File: src/rtl/imem_arbiter.sv
// Single-port instruction-memory arbiter between the fetch unit and the loader/debug port.
// The loader has priority; a saturating streak counter bounds how long fetch can be starved.
module imem_arbiter #(
  parameter int ADDR_W     = 64,
  parameter int DATA_W     = 32,
  parameter int DEPTH      = 65536,
  parameter int MAX_STREAK = 4
) (
  input  logic              clk,
  input  logic              rst,
  input  logic              f_req,
  input  logic [ADDR_W-1:0] f_addr,
  output logic              f_gnt,
  output logic              f_rvalid,
  output logic [DATA_W-1:0] f_rdata,
  output logic              f_err,
  input  logic              l_req,
  input  logic              l_we,
  input  logic [ADDR_W-1:0] l_addr,
  input  logic [DATA_W-1:0] l_wdata,
  output logic              l_gnt,
  output logic              l_rvalid,
  output logic [DATA_W-1:0] l_rdata,
  output logic              l_err,
  output logic              m_en,
  output logic              m_we,
  output logic [ADDR_W-1:0] m_addr,
  output logic [DATA_W-1:0] m_wdata,
  input  logic [DATA_W-1:0] m_rdata
);

  localparam int SW = $clog2(MAX_STREAK + 1);
  localparam logic [ADDR_W-1:0] LIMIT = ADDR_W'(DEPTH);

  logic [SW-1:0] streak;
  logic          streak_full;
  logic          l_in, f_in;
  logic          rsp_v, rsp_owner, rsp_err;

  assign streak_full = (streak == SW'(MAX_STREAK));
  assign l_in        = (l_addr < LIMIT);
  assign f_in        = (f_addr < LIMIT);

  // Loader wins unless fetch has been waiting through a full streak.
  assign l_gnt = !rst && l_req && !(f_req && streak_full);
  assign f_gnt = !rst && f_req && !l_gnt;

  always_comb begin
    m_en    = 1'b0;
    m_we    = 1'b0;
    m_addr  = '0;
    m_wdata = '0;
    if (l_gnt) begin
      if (l_in) begin
        m_en    = 1'b1;
        m_we    = l_we;
        m_addr  = l_addr;
        m_wdata = l_wdata;
      end
    end else if (f_gnt && f_in) begin
      m_en    = 1'b1;
      m_addr  = f_addr;
      m_wdata = l_wdata;
    end
  end

  always_ff @(posedge clk or posedge rst) begin
    if (rst) begin
      streak    <= '0;
      rsp_v     <= 1'b0;
      rsp_owner <= 1'b0;
      rsp_err   <= 1'b0;
    end else begin
      rsp_v     <= (l_gnt && !l_we) || f_gnt;
      rsp_owner <= l_gnt;
      rsp_err   <= l_gnt ? !l_in : !f_in;
      if (!f_req || f_gnt)
        streak <= '0;
      else if (l_gnt && !streak_full)
        streak <= streak + SW'(1);
    end
  end

  // Out-of-range reads return zero data with err set.
  assign f_rvalid = rsp_v && !rsp_owner;
  assign l_rvalid = rsp_v && rsp_owner;
  assign f_rdata  = (f_rvalid && !rsp_err) ? m_rdata : '0;
  assign l_rdata  = (l_rvalid && !rsp_err) ? m_rdata : '0;
  assign f_err    = f_rvalid && rsp_err;
  assign l_err    = (l_rvalid && rsp_err) || (l_gnt && l_we && !l_in);

endmodule
File: config.mk
export PLATFORM = sky130hd
export DESIGN_NAME = imem_arbiter
export DESIGN_NICKNAME = d
export VERILOG_FILES = /design/src/rtl/imem_arbiter.sv
export SDC_FILE = /design/constraint.sdc
export NUM_CORES = 1
export LEC_CHECK = 0
export ABC_AREA = 1
export BUFFER_PORTS_ARGS = -buffer_cell sky130_fd_sc_hd__buf_2
export CORE_AREA = 2 2 142 144
export CTS_BUF_LIST = sky130_fd_sc_hd__clkbuf_2 sky130_fd_sc_hd__clkbuf_4 sky130_fd_sc_hd__clkbuf_8
export DETAILED_ROUTE_END_ITERATION = 8
export DIE_AREA = 0 0 144 146
export PLACE_DENSITY = 0.43
export REMOVE_ABC_BUFFERS = 1
export SETUP_SLACK_MARGIN = 0.1
export SYNTH_ARGS = -nofsm -noshare
export SYNTH_HDL_FRONTEND = slang
export SYNTH_SLANG_ARGS = --single-unit
File: constraint.sdc
create_clock -name clk -period 1.65 [get_ports clk]
set_input_delay 0.33 -clock clk [delete_from_list [all_inputs] [get_ports clk]]
set_output_delay 0.33 -clock clk [all_outputs]
set_load 0.1 [all_outputs]
==> metrics.txt <==
number of clock sinks=6; number of antenna violations at the first check in global routing=0; Unique masters post-synth=25; RD Place Congestion=0.817; Root Buffer=sky130_fd_sc_hd__clkbuf_8; number of violations of the max-capacitance limit=0; number of violations reported at the end of detailed-routing iteration 0=87; antenna-violating nets left=0; Die Y-Extent=roughly 150 um; post-synthesis instance area=roughly 2200 um2; area of the multi-input gates=2290 um2; area enclosed by the die boundary=roughly 21000 um2; number of nets in the layout=between 1000 and 1500; endpoint class of the critical path=primary output; leakage component of the power=about 0.0036 uW; upper clock frequency limit=0.411 GHz; outcome=finished, violations left; final critical-path setup slack=-0.786 ns; via count of the first global-routing pass=between 3000 and 4000; sequential standard cell area=between 150 and 200 um2; post-synthesis mux area share=0%; register bit count reported by yosys=6; number of cell rows=51; Seq/Total Area, Yosys=6.92%; area post-placement=between 5000 and 6000 um2; clock slew seen by the registers of the worst setup and hold paths=roughly 0.040 ns; clock latency on the worst-skew pair=0.22 ns; syn avg cell area=5.33 um2; post-detailed-placement half-perimeter wirelength=approximately 12 mm; final hold vios=0; total inserted antenna cells=0; Simple-Gate Fraction of Synth Area=between 30% and 40%; CTS Buffer Depth=2; setup TNS=-44.58 ns; PwrDens=197 nW/um2; failing checks=negative setup slack; total clock buffers created by CTS=3; wire length of the first global-routing pass=21.6 mm; total number of vias=~3900; type of the worst setup path=flip-flop to primary output; final cell count without fillers=about 1100; standard cell core area=between 15000 and 20000 um2; adder-cell share of the synthesized area=1.15%; minimum clock period after layout=between 2 and 2.5 ns; dominant combinational cell family by area after synthesis=buffers and inverters; critical path data arrival time=about 2.1 ns; path type of the worst min-delay path=input port to asynchronous set/reset pin; Setup-failing EPs final=between 100 and 150; RSZ-0062 raised after global routing=yes; top fanout value on the critical path=8; max-slew violation count=0; Ys Warns=0; setup clock skew after layout=approximately 0.0029 ns; end-of-flow core utilization=slightly below 40%; xor and xnor fraction of the mapped netlist area=less than 1%; share of cells above drive strength 1=roughly 70%; area growth from synthesis to layout=250%; starting utilization of the core area=between 10% and 20%; post-route fraction of the period consumed by the critical path=148%; Post-route DRC=0; synthesized-area fraction occupied by ao, oa, aoi and oai cells=17.5%; GRT Util Overall=13.4%; largest net degree at the start of global routing=25; CTS tree=yes; instance count of the mapped netlist=a little over 400; total of buffers placed on input and output ports=roughly 320; critical path required time=1.32 ns; pre-CTS setup slack=-0.965 ns; Fillers=approximately 2000; IO Count=365; Vias per Instance=3.64; sort of element at the start of the critical path=flip-flop; total placed cells including tap cells=about 1000; Horiz. Die Dim=144 um; Overflow after GRT=0; first-pass iteration count of the detailed router=4; hold-fix buffer count after cts=0; CTS H-tree depth=1; average wire length per cell after detail routing=14.3 um; maximum ir drop on the vdd rail=roughly 0.15 mV; Final Cell Area=approximately 7600 um2; DRT Wirelength=~15 mm
per-layer routing:
| metal | share of wire, % | vias up | routed length [um] | global-route usage [%] |
|---|---|---|---|---|
| li1 | - | 1918 | - | - |
| met1 | 35 | 1701 | 5270 | 13.7 |
| met5 | 0 | - | 0 | 0 |
| met3 | 8.4 | 16 | 1290 | 2.70 |
| met4 | 1.6 | 0 | 245 | 2.25 |
| met2 | 55 | 243 | 8450 | 27.5 |
state kept, by name (all words and copies together) (netlist names):
name	cells
streak	3
rsp_err	1
rsp_owner	1
rsp_v	1
final timing paths:
check	startpoint	cells after the start	end	slack, ns
setup / recovery	streak[1]	12	m_wdata[28]	-0.79
hold / removal	rst	3	streak[2]	0.11
setup reg to reg	streak[1]	17	streak[1]	-0.78
hold reg to reg	streak[2]	2	streak[2]	0.67
max in group asynchronous	rst	3	rsp_owner	1.40
min in group clk	l_we	2	rsp_v	0.37
worst max-delay path, cell delays in order (launching register included):
cell                      delay, ns
sky130_fd_sc_hd__dfrtp_1       0.37
sky130_fd_sc_hd__inv_2         0.07
sky130_fd_sc_hd__ha_4          0.17
sky130_fd_sc_hd__nand2_4       0.07
sky130_fd_sc_hd__o21ai_4       0.06
sky130_fd_sc_hd__inv_2         0.11
sky130_fd_sc_hd__buf_6         0.11
sky130_fd_sc_hd__buf_6         0.09
sky130_fd_sc_hd__nand3_4       0.15
sky130_fd_sc_hd__buf_12        0.19
sky130_fd_sc_hd__buf_12        0.15
sky130_fd_sc_hd__a21oi_4       0.15
sky130_fd_sc_hd__buf_12        0.19
power breakdown:
part / switching [uW] / internal, uW / total [uW]
sequential: 6.21 / 154 / 160
clock: 60.6 / 156 / 217
combinational: 815 / 305 / 1120
total: 881 / 616 / 1500
cells in the mapped netlist:
cell / count / area, um2
sky130_fd_sc_hd__nand3_4: 1 / 17.5
sky130_fd_sc_hd__o21ai_0: 19 / 95.1
sky130_fd_sc_hd__conb_1: 1 / 3.75
sky130_fd_sc_hd__a21oi_2: 27 / 236
sky130_fd_sc_hd__buf_6: 4 / 45.0
sky130_fd_sc_hd__nor2_2: 1 / 6.26
sky130_fd_sc_hd__nand2_1: 31 / 116
sky130_fd_sc_hd__o21ai_2: 1 / 8.76
sky130_fd_sc_hd__xor2_1: 1 / 8.76
sky130_fd_sc_hd__buf_2: 6 / 30.0
sky130_fd_sc_hd__clkbuf_1: 7 / 26.3
sky130_fd_sc_hd__nand3_2: 1 / 10.0
sky130_fd_sc_hd__nand4_1: 20 / 125
sky130_fd_sc_hd__nor2_4: 2 / 22.5
sky130_fd_sc_hd__o21bai_1: 1 / 7.51
sky130_fd_sc_hd__inv_1: 88 / 330
sky130_fd_sc_hd__nand3_1: 3 / 15.0
sky130_fd_sc_hd__dfrtp_1: 6 / 150
sky130_fd_sc_hd__buf_4: 49 / 368
sky130_fd_sc_hd__a21oi_1: 5 / 25.0
sky130_fd_sc_hd__inv_2: 2 / 7.51
sky130_fd_sc_hd__ha_1: 2 / 25.0
sky130_fd_sc_hd__o21a_1: 1 / 7.51
sky130_fd_sc_hd__nor2_1: 126 / 473
sky130_fd_sc_hd__nor3_1: 2 / 10.0
logic make-up after synthesis:
group                      Yosys count
xor gates and xnor gates             1
adders and majority gates            2
and+or+nand+nor                    187
DFF                                  6
buffers and inverters              156
AOI/OAI and AO/OA                   54
other                                1
repair_timing:
item | CTS | global route
pin swaps | 11 | 31
endpoints found under the setup margin | 118 | 124
gates cloned | 10 | 1
gates resized for setup | 218 | 62
setup buffers | 44 | 13
area by class of cell:
cell class,count,area share (%)
timing repair buffer,409,58.5
sequential,6,1.99
tap,265,4.36
inverter,90,4.51
clock buffer,3,0.543
multi-input combinational,292,30.1
metrics by stage:
step | hold slack (ns) | total power (uW)
final | 0.111 | 1500
after global routing | 0.130 | 1580
after CTS | 0.105 | 1450
after detailed placement | 0.337 | 1130
after global placement | 0.332 | 1130
after floorplan | 0.129 | 805
placed cells by master (no fill, tap or decap), types with 20 or more instances in the layout:
cell                      netlist  routed
sky130_fd_sc_hd__buf_2          6     196
sky130_fd_sc_hd__nand2_1       31      25
sky130_fd_sc_hd__inv_1         88      83
sky130_fd_sc_hd__nor2_4         2      68
sky130_fd_sc_hd__buf_4         49      52
sky130_fd_sc_hd__buf_12         0     131
sky130_fd_sc_hd__a21oi_4        0      29
sky130_fd_sc_hd__conb_1         1      48
sky130_fd_sc_hd__buf_6          4      23
sky130_fd_sc_hd__nor2_1       126      60
sky130_fd_sc_hd__nand4_1       20      20
(Power assumes the default switching activity.)
